### src/rtl/pipe_stage_buf.sv
// Reusable pipeline-stage register with valid/ready handshake and flush.
// Define PIPE_STAGE_SKID_EN to add a second (skid) entry with a registered in_ready.
module pipe_stage_buf #(
    parameter int DATA_W = 101,
    parameter int CTRL_W = 2
) (
    input  logic              clk,
    input  logic              reset,
    input  logic              flush,
    input  logic              in_valid,
    output logic              in_ready,
    input  logic [DATA_W-1:0] in_data,
    input  logic [CTRL_W-1:0] in_ctrl,
    output logic              out_valid,
    input  logic              out_ready,
    output logic [DATA_W-1:0] out_data,
    output logic [CTRL_W-1:0] out_ctrl,
    output logic [1:0]        occupancy
);

    logic              m_valid;
    logic [DATA_W-1:0] m_data;
    logic [CTRL_W-1:0] m_ctrl;
    logic              acc;
    logic              pop;

    assign acc       = in_valid && in_ready;
    assign pop       = m_valid && out_ready;
    assign out_valid = m_valid;
    assign out_data  = m_data;
    // A bubble must never carry write enables downstream.
    assign out_ctrl  = m_valid ? m_ctrl : '0;

`ifdef PIPE_STAGE_SKID_EN
    logic              s_valid;
    logic [DATA_W-1:0] s_data;
    logic [CTRL_W-1:0] s_ctrl;

    assign in_ready  = !s_valid;
    assign occupancy = {1'b0, m_valid} + {1'b0, s_valid};

    always_ff @(posedge clk) begin
        if (reset) begin
            m_valid <= 1'b0;
            m_data  <= '0;
            m_ctrl  <= '0;
            s_valid <= 1'b0;
            s_data  <= '0;
            s_ctrl  <= '0;
        end else if (flush) begin
            m_valid <= 1'b0;
            m_ctrl  <= '0;
            s_valid <= 1'b0;
            s_ctrl  <= '0;
        end else if (!m_valid || pop) begin
            // S holds the younger entry, so it refills M before any new input.
            s_valid <= 1'b0;
            if (s_valid) begin
                m_valid <= 1'b1;
                m_data  <= s_data;
                m_ctrl  <= s_ctrl;
            end else if (acc) begin
                m_valid <= 1'b1;
                m_data  <= in_data;
                m_ctrl  <= in_ctrl;
            end else begin
                m_valid <= 1'b0;
            end
        end else if (acc) begin
            s_valid <= 1'b1;
            s_data  <= in_data;
            s_ctrl  <= in_ctrl;
        end
    end
`else
    assign in_ready  = !m_valid || out_ready;
    assign occupancy = {1'b0, m_valid};

    always_ff @(posedge clk) begin
        if (reset) begin
            m_valid <= 1'b0;
            m_data  <= '0;
            m_ctrl  <= '0;
        end else if (flush) begin
            m_valid <= 1'b0;
            m_ctrl  <= '0;
        end else if (acc) begin
            m_valid <= 1'b1;
            m_data  <= in_data;
            m_ctrl  <= in_ctrl;
        end else if (pop) begin
            m_valid <= 1'b0;
        end
    end
`endif

endmodule

### config.mk
export PLATFORM = sky130hd
export DESIGN_NAME = pipe_stage_buf
export DESIGN_NICKNAME = d
export VERILOG_FILES = /design/src/rtl/pipe_stage_buf.sv
export SDC_FILE = /design/constraint.sdc
export NUM_CORES = 1
export LEC_CHECK = 0
export CAP_MARGIN = 20
export CORE_ASPECT_RATIO = 1.5
export CORE_MARGIN = 2
export CORE_UTILIZATION = 42
export DETAILED_ROUTE_END_ITERATION = 8
export PLACE_DENSITY = 0.9
export REMOVE_ABC_BUFFERS = 1
export SLEW_MARGIN = 5
export SYNTH_ARGS = -nofsm -noshare
export SYNTH_HDL_FRONTEND = slang
export SYNTH_SLANG_ARGS = --single-unit
export TNS_END_PERCENT = 20
### constraint.sdc
create_clock -name clk -period 1.6 [get_ports clk]
set_clock_uncertainty 0.15 [all_clocks]
set_input_delay 0.16 -clock clk [delete_from_list [all_inputs] [get_ports clk]]
set_output_delay 0.16 -clock clk [all_outputs]
set_load 0.02 [all_outputs]
==> results of run 1 <==
## worst max-delay path, delay by kind of cell (launching register included)
family	cells	cell delay [ns]
AND/OR/NAND/NOR	2	0.35
multiplexers	1	0.24
flip-flops	1	0.34
buffers and inverters	2	0.38
## synth_stat cells (all sizes together)
master,instances
conb,1
clkbuf,21
nor2b,1
nor3b,1
nand2b,202
buf,14
nand2,5
and2,2
o21a,1
mux2i,103
inv,1
dfxtp,104
nor2,1
## area by class of cell
cell class,count,area (um^2)
fill,898,3830
timing repair buffer,233,2300
inverter,1,3.75
multi-input combinational,317,2380
clock buffer,11,253
clock inverter,4,28.8
tap,147,184
sequential,104,2080
## worst min path at each step
stage	slack, ns	to	startpoint
after global routing	0.24	out_data[28]	in_data[28]
after global placement	0.30	m_ctrl[0]	m_ctrl[0]
after floorplan	0.13	out_valid	in_valid
final	0.23	out_data[94]	reset
after CTS	0.23	m_ctrl[1]	in_ctrl[1]
after detailed placement	0.31	out_data[45]	out_data[45]
## routing by layer
layer | wire length [um] | global-route usage (%)
met5 | 0 | 0
met4 | 380 | 8.59
met3 | 710 | 4.63
met2 | 6610 | 37.0
met1 | 4550 | 20.4
## what timing repair did
item / 4_1_cts / 5_1_grt
buffers inserted: 0 / 0
endpoints found under the setup margin: 90 / 20
resized for setup: 91 / 20
cloned: 0 / 0
## cells by family after synthesis
logic type             share of synthesized area (%)
other                                         0.0787
muxes                                           21.6
buffers and inverters                           6.51
AOI/OAI and AO/OA                              0.158
and+or+nand+nor                                 27.9
DFF                                             43.7
## report_power, final
| group | internal [mW] | switching, mW | total [mW] | leakage (nW) |
|---|---|---|---|---|
| Sequential | 2.72 | 0.0710 | 2.79 | 0.851 |
| Clock | 1.13 | 0.940 | 2.07 | 0.134 |
| Combinational | 0.631 | 0.499 | 1.13 | 2.37 |
## sequential cells by signal, summed over array words and instances (netlist names)
register	flops
m_ctrl	2
out_data	101
out_valid	1
## per-stage QoR
step / util [%] / cell area (um^2) / hold WS (ns) / TNS, ns
after floorplan: - / 4460 / 0.134 / -327.62
after global placement: 63.4 / 7010 / 0.297 / -9.72
after detailed placement: 63.4 / 7010 / 0.308 / -14.21
after CTS: 65.0 / 7180 / 0.225 / -0.0000638
after global routing: 65.4 / 7230 / 0.240 / -0.00154
final: 65.4 / 7230 / 0.228 / 0
==> impl_metrics.ini, run 1 <==
[power_and_ir_drop]
power_mw = 6.00
powerDensity_mw_per_mm2 = 830
p_leak_nw = 3.35
ir_drop_mv = 0.483

[route]
vias_per_cell = 4.62
postRouteAntennaNets = 0
vias = 3776
drt_iter0_markers = 84
drt_wl_total_mm = 12.2
drt_first_pass_iters = 4
drc = 0
wire_per_inst_um = 15.0

[synth]
synth_seq_cells = 104
synth_top_area_share_pct = 43.7
avgSynthCellArea_um2 = 10.4
ys_seq_area_share_pct = 43.7
ys_types = 15
netlist_area_mm2 = 0.00477
yosys_warnings = 0
synth_top_area_cell = dfxtp_1
syn_inst = 457
synth_area_leaders = dfxtp_1, nand2b_1, mux2i_1, buf_12, clkbuf_1

[cts]
path_clk_slew_ns = 0.07
root_buffer = clkbuf_16
cts_buffer_depth = 2
insertion_delay_ns = 0.33
cts_hold_buf = 0
numCtsBuffers = 9
clock_sink_count = 104
cts.htree.levels = 3
cts_tree = done

[layout]
syn_to_final_growth_pct = 51.7
final_cells = 817
nets = 774
final_common_cell = nand2b_1
drive_gt1_share_pct = 6.12
diodes = 0
layout_common_cells = nand2b_1, clkdlybuf4s50_1, dfxtp_1, mux2i_1, dlygate4sd2_1

[setup_path]
critPathRequiredTime_ns = 1.71
crit_path_end = out_data[100]
ff2ff_path_depth = 5
crit_path_max_fanout = 18
endpoint_kind = register
critPathKind = register to register
timing.rr.start = out_valid
crit_arrival_ns = 1.66
rrSetupSlack_ns = 0.04
crit_start = out_valid
cp_common_cell = buf_12
path_cells = nor2b_4, nor3b_4, buf_12, buf_12, mux2i_2
max_stage_delay_ns = 0.34
crit_path_start_kind = register
r2r_end = out_data[100]
crit_slowest_cell = dfxtp_2

[die]
coreArea_mm2 = 0.0111
ios = 215
die_area_mm2 = 0.0122
num_rows = 47
die-height_um = 134
die_x_um = 91.0
initial_core_util_pct = 43.1

[sta]
fmax_ghz = 0.643
rsz0062_at_grt = yes
min_period_over_period_pct = 97.2
maxSlewViolCount = 0
finalCriticalPeriod_ns = 1.56
setup_slack_ns = 0.0448
setup_viol = 0
finalHoldViolations = 0

[grt]
grt_pass1_vias = 3955
overflow = 0
grt_pass1_wl_mm = 19.3
globalRouteTotalUtil_pct = 19.6
antenna_found_initial = 0
grt_max_degree = 82

[run_status]
status = complete, no violations

[hold_path]
hold_class = input port to register
worstHoldPathCells = 3

[run]
cap_violations = 0

[placed_design]
globalplace.congestion = 0.781
dp_slack_ns = -0.199
portBuffers = 213
dp.cells = 802
post-dp-hpwl_mm = 9.41
Note: power is estimated with default switching activity, not from simulation.
==> run 2, diff against run 1 <==
--- a/config.mk
+++ b/config.mk
@@ -5,6 +5,7 @@
 export SDC_FILE = /design/constraint.sdc
 export NUM_CORES = 1
 export LEC_CHECK = 0
+export ABC_CLOCK_PERIOD_IN_PS = 1600
 export CAP_MARGIN = 20
 export CORE_ASPECT_RATIO = 1.5
 export CORE_MARGIN = 2
@@ -12,6 +13,7 @@
 export DETAILED_ROUTE_END_ITERATION = 8
 export PLACE_DENSITY = 0.9
 export REMOVE_ABC_BUFFERS = 1
+export SETUP_SLACK_MARGIN = 0.2
 export SLEW_MARGIN = 5
 export SYNTH_ARGS = -nofsm -noshare
 export SYNTH_HDL_FRONTEND = slang
==> impl_metrics.ini, run 2 (synthesis results as in run 1) <==
[layout]
ff_latch_area_mm2 = 0.00208
syn_to_final_growth_pct = 50.7
drive_gt1_share_pct = 6.87
final_cells = 817
final_common_cell = nand2b_1
multi_input_area_mm2 = 0.00239
finalCoreUtilization_pct = 65.0
largest_register_ffs = 101
layout_common_cells = nand2b_1, clkdlybuf4s50_1, dfxtp_1, dlygate4sd2_1, mux2i_1
diodes = 0
fill_cells = 911
nets = 774

[power_and_ir_drop]
powerDensity_mw_per_mm2 = 835
ir_drop_mv = 0.484
power_mw = 6.00
p_leak_nw = 3.15

[route]
drt_wl_total_mm = 12.2
wire_per_inst_um = 15.0
drt_iter0_markers = 90
postRouteAntennaNets = 0
vias_per_cell = 4.64
drc = 0
vias = 3790
drt_first_pass_iters = 4

[sta]
setup_slack_ns = 0.0433
finalCriticalPeriod_ns = 1.56
fmax_ghz = 0.642
min_period_over_period_pct = 97.3
setup_viol = 0
finalHoldViolations = 0
setup_tns_ns = 0
maxSlewViolCount = 0
rsz0062_at_grt = yes

[die]
die_area_mm2 = 0.0122
initial_core_util_pct = 43.1
die_x_um = 91.0
die-height_um = 134
coreArea_mm2 = 0.0111
ios = 215
num_rows = 47

[cts]
path_clk_slew_ns = 0.07
numCtsBuffers = 9
clock_sink_count = 104
cts_setup_buffers = 0
cts_buffer_depth = 2
cts_tree = done
cts_hold_buf = 0
insertion_delay_ns = 0.33
cts.htree.levels = 3
root_buffer = clkbuf_16

[setup_path]
critPathRequiredTime_ns = 1.71
crit_path_start_kind = register
cp_common_cell = buf_12
ff2ff_path_depth = 5
crit_arrival_ns = 1.67
crit_slowest_cell = dfxtp_2
cp.depth = 5
crit_path_max_fanout = 18
path_cells = nor2b_4, nor3b_4, buf_12, buf_12, mux2i_2
max_stage_delay_ns = 0.34
endpoint_kind = register
crit_buf_inv = 2
critPathTopFamily = buffers and inverters
critPathKind = register to register

[placed_design]
post-dp-hpwl_mm = 9.41
globalplace.congestion = 0.781
dp.cells = 802
portBuffers = 213
dp_slack_ns = -0.199

[hold_path]
hold_class = input port to register
worstHoldPathCells = 3

[grt]
grt_max_degree = 82
grt_pass1_wl_mm = 19.3
antenna_found_initial = 0
overflow = 0
globalRouteTotalUtil_pct = 19.6
grt_pass1_vias = 3983

[run]
cap_violations = 0

[run_status]
status = complete, no violations
==> run 2: tightest hold or removal path, cell delays in order <==
cell and delay [ns]:
buf_4 0.22, nand2b_1 0.18, mux2i_1 0.11
==> run 2: final timing paths <==
path | from | endpoint | slack (ns)
worst max-delay path | out_valid | out_data[100] | 0.04
worst min-delay path | reset | out_data[94] | 0.23
worst max register to register | out_valid | out_data[100] | 0.04
worst min register to register | out_data[11] | out_data[11] | 0.32
==> run 2: cell type report <==
cell class	count	area share (%)
well taps	147	2.56
multi-input cells	317	33.3
repair buffers	233	31.2
clock inverters	4	0.401
clock buffers	11	3.52
flip-flops and latches	104	29.0
inverters	1	0.0522
==> run 2: repair_timing <==
action / 4_1_cts / 5_1_grt
gates resized for setup: 120 / 5
endpoints found under the hold margin: 0 / 0
endpoints found under the setup margin: 207 / 103
gates cloned: 0 / 0
==> run 2: where the power goes <==
group          leakage (nW)  switching [mW]  total (mW)  internal, mW
Sequential            0.851          0.0708        2.79          2.72
Clock                 0.134           0.944        2.08          1.13
Combinational          2.16           0.501        1.13         0.624
==> run 2: metal layers <==
layer | GRT usage (%) | part of all wire, % | vias up | wire length (um)
li1 | - | - | 1877 | -
met1 | 20.5 | 37 | 1752 | 4530
met2 | 37.1 | 54 | 135 | 6640
met3 | 4.58 | 5.5 | 26 | 674
met4 | 8.59 | 3.1 | 0 | 380
met5 | 0 | 0 | - | 0
==> run 2: stage by stage <==
step | hold WS (ns) | area (um^2)
6_report | 0.230 | 7180
3_5_place_dp | 0.308 | 7010
3_3_place_gp | 0.297 | 7010
2_1_floorplan | 0.134 | 4460
5_1_grt | 0.241 | 7180
4_1_cts | 0.225 | 7160
==> run 3, diff against run 2 <==
--- a/config.mk
+++ b/config.mk
@@ -5,11 +5,11 @@
 export SDC_FILE = /design/constraint.sdc
 export NUM_CORES = 1
 export LEC_CHECK = 0
-export ABC_CLOCK_PERIOD_IN_PS = 1600
+export ABC_AREA = 1
 export CAP_MARGIN = 20
 export CORE_ASPECT_RATIO = 1.5
 export CORE_MARGIN = 2
-export CORE_UTILIZATION = 42
+export CORE_UTILIZATION = 44
 export DETAILED_ROUTE_END_ITERATION = 8
 export PLACE_DENSITY = 0.9
 export REMOVE_ABC_BUFFERS = 1
==> impl_metrics.ini, run 3 <==
[die]
coreArea_mm2 = 0.0120
die_area_mm2 = 0.0131
num_rows = 49
initial_core_util_pct = 44.8
die-height_um = 139
ios = 215
die_x_um = 94.1

[power_and_ir_drop]
p_comb_share_pct = 23.3
ir_drop_mv = 0.663
powerDensity_mw_per_mm2 = 848
internal_power_mw = 4.83
p_clk_share_pct = 34.3
p_sw_mw = 1.90
power_mw = 6.73
p_leak_nw = 4.72
pwr-share-seq_pct = 42.4
swShare_pct = 28.2

[synth]
yosysMostFrequentCell = inv_1
synth_top_area_share_pct = 38.9
synthArstFlopShare_pct = 0
synth-main-ff-cell = dfxtp_1
synth_commonest_cells = inv_1, nand2_1, nor2_1
syn_inst = 888
netlist_area_mm2 = 0.00536
ys_seq_area_share_pct = 38.9
synth_seq_cells = 104
ys_types = 13
synth_edf_count = 0
yosys_warnings = 0
synth_area_leaders = dfxtp_1, inv_1, nand2_1, nand4_1, nor2_1
synth_top_area_cell = dfxtp_1
avgSynthCellArea_um2 = 6.03

[setup_path]
max_stage_delay_ns = 0.41
endpoint_kind = primary output
crit_start = out_ready
r2r_end = out_data[13]
critPathKind = input port to primary output
timing.rr.start = out_valid
critPathRequiredTime_ns = 1.29
crit_path_start_kind = input port
crit_path_max_fanout = 12
crit_buf_inv = 4
ff2ff_path_depth = 5
path_cells = clkdlybuf4s50_1, inv_1, nand2_8, buf_12, buf_8
crit_arrival_ns = 1.14
crit_slowest_cell = clkdlybuf4s50_1
critPathTopFamily = buffers and inverters
rrSetupSlack_ns = 0.27

[run_status]
status = complete, no violations

[placed_design]
dp.cells = 1216
globalplace.congestion = 0.799
portBuffers = 213
post-dp-hpwl_mm = 10.8
dp_slack_ns = -0.0794

[route]
wire_per_inst_um = 12.6
drt_wl_total_mm = 15.6
postRouteAntennaNets = 0
vias_per_cell = 4.56
vias = 5622
drt_first_pass_iters = 6
drc = 0
drt_iter0_markers = 205

[cts]
numCtsBuffers = 9
root_buffer = clkbuf_16
path_clk_slew_ns = 0.07
clock_sink_count = 104
cts_hold_buf = 0
cts_buffer_depth = 2
cts.htree.levels = 3
insertion_delay_ns = 0.34
cts_tree = done

[sta]
setup_tns_ns = 0
min_period_over_period_pct = 90.7
maxSlewViolCount = 0
finalCriticalPeriod_ns = 1.45
finalHoldViolations = 0
setup_slack_ns = 0.148
setup_viol = 0
rsz0062_at_grt = yes
fmax_ghz = 0.689
hold_ws_ns = 0.0751

[layout]
largest_register_ffs = 101
diodes = 0
multi_input_area_mm2 = 0.00187
final_common_cell = inv_1
ff_latch_area_mm2 = 0.00209
layout_common_cells = inv_1, nand2_1, nor2_1, clkdlybuf4s50_1
nets = 1185
syn_to_final_growth_pct = 48.3
final_cells = 1234
drive_gt1_share_pct = 3.98
fill_cells = 1047

[grt]
overflow = 0
grt_pass1_vias = 5256
grt_pass1_wl_mm = 24.4
globalRouteTotalUtil_pct = 23.2
antenna_found_initial = 0
grt_max_degree = 72

[hold_path]
hold_class = input port to register
worstHoldPathCells = 5
hp-start = in_valid
min_to = out_data[1]

[run]
cap_violations = 0
run 3: cell types whose count changed in the layout (fill, tap and decap cells not counted), sizes merged, moves of 3 or more:
cell,change
nor2,+105
inv,+307
nand4,+101
nand2,+201
clkbuf,+3
nand2b,-202
mux2i,-103
run 3: worst reg2reg max path, stage by stage (launching register included):
cell and delay (ns):
dfxtp_4 0.38, nand2_8 0.12, buf_12 0.26, nand4_1 0.18, nand2_1 0.10, nor2_1 0.04
run 3: cells by family after synthesis:
logic type / share of synthesized area (%)
other cells: 0.0700
flops: 38.9
simple gates: 33.8
compound gates: 0.327
buf+inv: 27.0
run 3: repair_timing:
item	4_1_cts	5_1_grt
buffers inserted	0	0
pin swaps	1	1
gates cloned	0	3
gates resized for setup	113	2
endpoints found under the setup margin	106	5
run 3: how the worst max path moves through the flow:
| stage | end | slack [ns] | cells past startpoint |
|---|---|---|---|
| after global placement | m_ctrl[1] | 0.004 | 7 |
| final | in_ready | 0.15 | 5 |
| after global routing | in_ready | 0.12 | 3 |
| after detailed placement | m_ctrl[1] | -0.08 | 7 |
| after CTS | in_ready | 0.09 | 3 |
| after floorplan | out_data[0] | -3.76 | 5 |
run 3: final cells by class:
class | instances | share of cell area [%]
Clock buffer | 12 | 2.98
Clock inverter | 3 | 0.851
Inverter | 309 | 14.6
Multi-Input combinational cell | 419 | 23.5
Sequential cell | 104 | 26.3
Tap cell | 153 | 2.41
Timing Repair Buffer | 234 | 29.4
run 3: stage by stage:
stage / util (%) / cell area [um^2]
final: 66.4 / 7940
after global routing: 66.4 / 7940
after CTS: 65.9 / 7880
after detailed placement: 64.3 / 7690
after global placement: 64.3 / 7690
after floorplan: - / 5070
run 3: power groups by stage:
stage               logic, mW  registers, mW  clock network, mW
floorplan               0.599           3.14                  0
global placement         1.64           2.91                  0
detailed placement       1.67           2.92                  0
CTS                      1.56           2.85               2.38
global route             1.73           2.87               2.46
finish                   1.57           2.85               2.31
run 3: per-layer routing:
metal | global-route usage [%] | vias to the layer above | part of all wire, %
met5 | 0 | - | 0
met4 | 13.8 | 0 | 5.3
met3 | 4.62 | 53 | 5.3
met2 | 41.7 | 182 | 53
met1 | 24.3 | 2486 | 36
li1 | - | 2901 | -
==> edit (flow settings as in run 1) <==
The option `PIPE_STAGE_SKID_EN` is turned on by a define.
--- a/src/rtl/pipe_stage_buf.sv
+++ b/src/rtl/pipe_stage_buf.sv
@@ -1,5 +1,7 @@
 // Reusable pipeline-stage register with valid/ready handshake and flush.
 // Define PIPE_STAGE_SKID_EN to add a second (skid) entry with a registered in_ready.
+`define PIPE_STAGE_SKID_EN
+
 module pipe_stage_buf #(
     parameter int DATA_W = 101,
     parameter int CTRL_W = 2
Check against the original RTL: not equivalent (Yosys sat finds a counterexample within 4 cycles, from zero or initial values and one cycle with reset high).
==> edit against run 1 <==
- the flow now finishes with violations (negative setup slack)
- total power grew 110%
- setup slack worse by 0.28 ns
- synthesized area is 120% higher
- critical path depth is 1 higher
- combinational power up 94%
- largest power group unchanged
- highest routed layer unchanged
- fmax decreased by 15%
- wire length rose to 2.6 times the old value
- sequential cell count grew 104
- global-route usage rose by 1.8 points
- sequential share of layout area shrank 0.83 points
- critical endpoint is now out_data[55]
- utilization fell by 4.4 points
- final area grew 110%
==> edit: results (changes against run 1) <==
metric,value,unit,change
run status,finished with violations,,
routing usage on met1,22.63,%,+2.2 points
initial antenna violation count,1,,+1
launching point of the worst reg2reg path,s_valid,,
Seq pwr share,43.8,%,-2.8 points
Worst path slowest cell,dfxtp_4,,
Lkg Pwr,5.425,nW,+62%
Final #Nets,1378,,+78%
DR WL met2,16730,um,+150%
post-synthesis cell type count,24,,+9
violated checks,negative setup slack,,
Clock-cell share,4.483,%,+0.59 points
final setup vio count,206,,+206
Final Non-Filler Cells,1609,,+97%
vias,8822,,+130%
"Max FO, Critical Path",6,,-12
M3 GR Usage,2.900,%,-1.7 points
Num CTS Buffers,21,,+12
Post-CTS Hold Fix Bufs,2,,+2
largest net degree at the start of global routing,50,,-39%
inverters,102,,+101
share of layout cells above drive strength 1,31.00,%,+25 points
Plain + repair buffers,306,,+31%
Post-synth top cells,"208 x dfxtp_1, 203 x nand2b_1, 105 x mux2i_1, 102 x inv_1",,
first-pass GRT wire length,45930,um,+140%
Synth area leaders,"dfxtp_1 40%, nand2b_1 12%, mux2_2 11%, a211oi_2 11%, mux2i_1 10%",,
mux contribution to synthesized area,20.85,%,-0.78 points
post-place setup slack,-0.4057,ns,-0.2067 ns
hold endpoint,s_data[43],,
synthesized area per cell,10.06,um2,-3.5%
TritonRoute pass-1 iters,5,,+1
sw frac,26.83,%,+1.7 points
Top delay family on crit path,simple AND/OR/NAND/NOR gates,,
hpwl dp,18830,um,+100%
chip width,133.1,um,+46%
Total Routing Usage GR,21.39,%,+1.8 points
H-tree Lvls,1,,-2
area of the multi-input gates,0.005969,mm2,+150%
setup TNS,-24.30,ns,-24.30 ns
Fill cells,1833,,+100%
CLK BUF,28,,+17
Final Hold Slack,0.06230,ns,-0.1661 ns
setup ws final,-0.2312,ns,-0.2761 ns
Post-Synth Adder-Cell Area,0.1192,%,+0.12 points
Hold Path Origin,flush,,
CP Data Arrival Time,2.09,ns,+0.43 ns
met2 usage,40.22,%,+3.2 points
placed cells,1547,,+93%
non-clock buffer area fraction after layout,22.16,%,-9.6 points
drt total wl,31340,um,+160%
wire length on met1,11790,um,+160%
gp weighted congestion,0.8238,,+5.4%
combinational power,2.19,mW,+94%
Pwr Total,12.53,mW,+110%
maximum root-to-sink buffer count,3,,+1
CP max stage delay,0.41,ns,+0.07 ns
[edit: changes by cell type in the layout (fill, tap and decap cells not counted), sizes merged, moves of 3 or more]
cell | run 1 | this run
nor4 | 0 | 101
clkinv | 1 | 5
buf | 21 | 87
clkbuf | 12 | 37
inv | 2 | 103
dlymetal6s2s | 16 | 0
dlygate4sd2 | 89 | 100
or3 | 0 | 3
a211oi | 0 | 101
nand2 | 5 | 0
a21oi | 0 | 3
dfxtp | 104 | 208
mux2 | 0 | 101
[edit: worst max path at each step]
| stage | end | slack (ns) | depth (start not counted) |
|---|---|---|---|
| final | out_data[55] | -0.23 | 6 |
| after global placement | s_data[4] | -0.35 | 5 |
| after CTS | out_data[75] | -0.19 | 5 |
| after floorplan | s_data[0] | -7.69 | 3 |
| after detailed placement | s_data[46] | -0.41 | 5 |
| after global routing | out_data[55] | -0.26 | 6 |
[edit: cells by family after synthesis]
group | count (synthesis)
compound gates | 106
fa+ha+maj | 1
buf+inv | 205
flops | 208
mux | 206
simple gates | 317
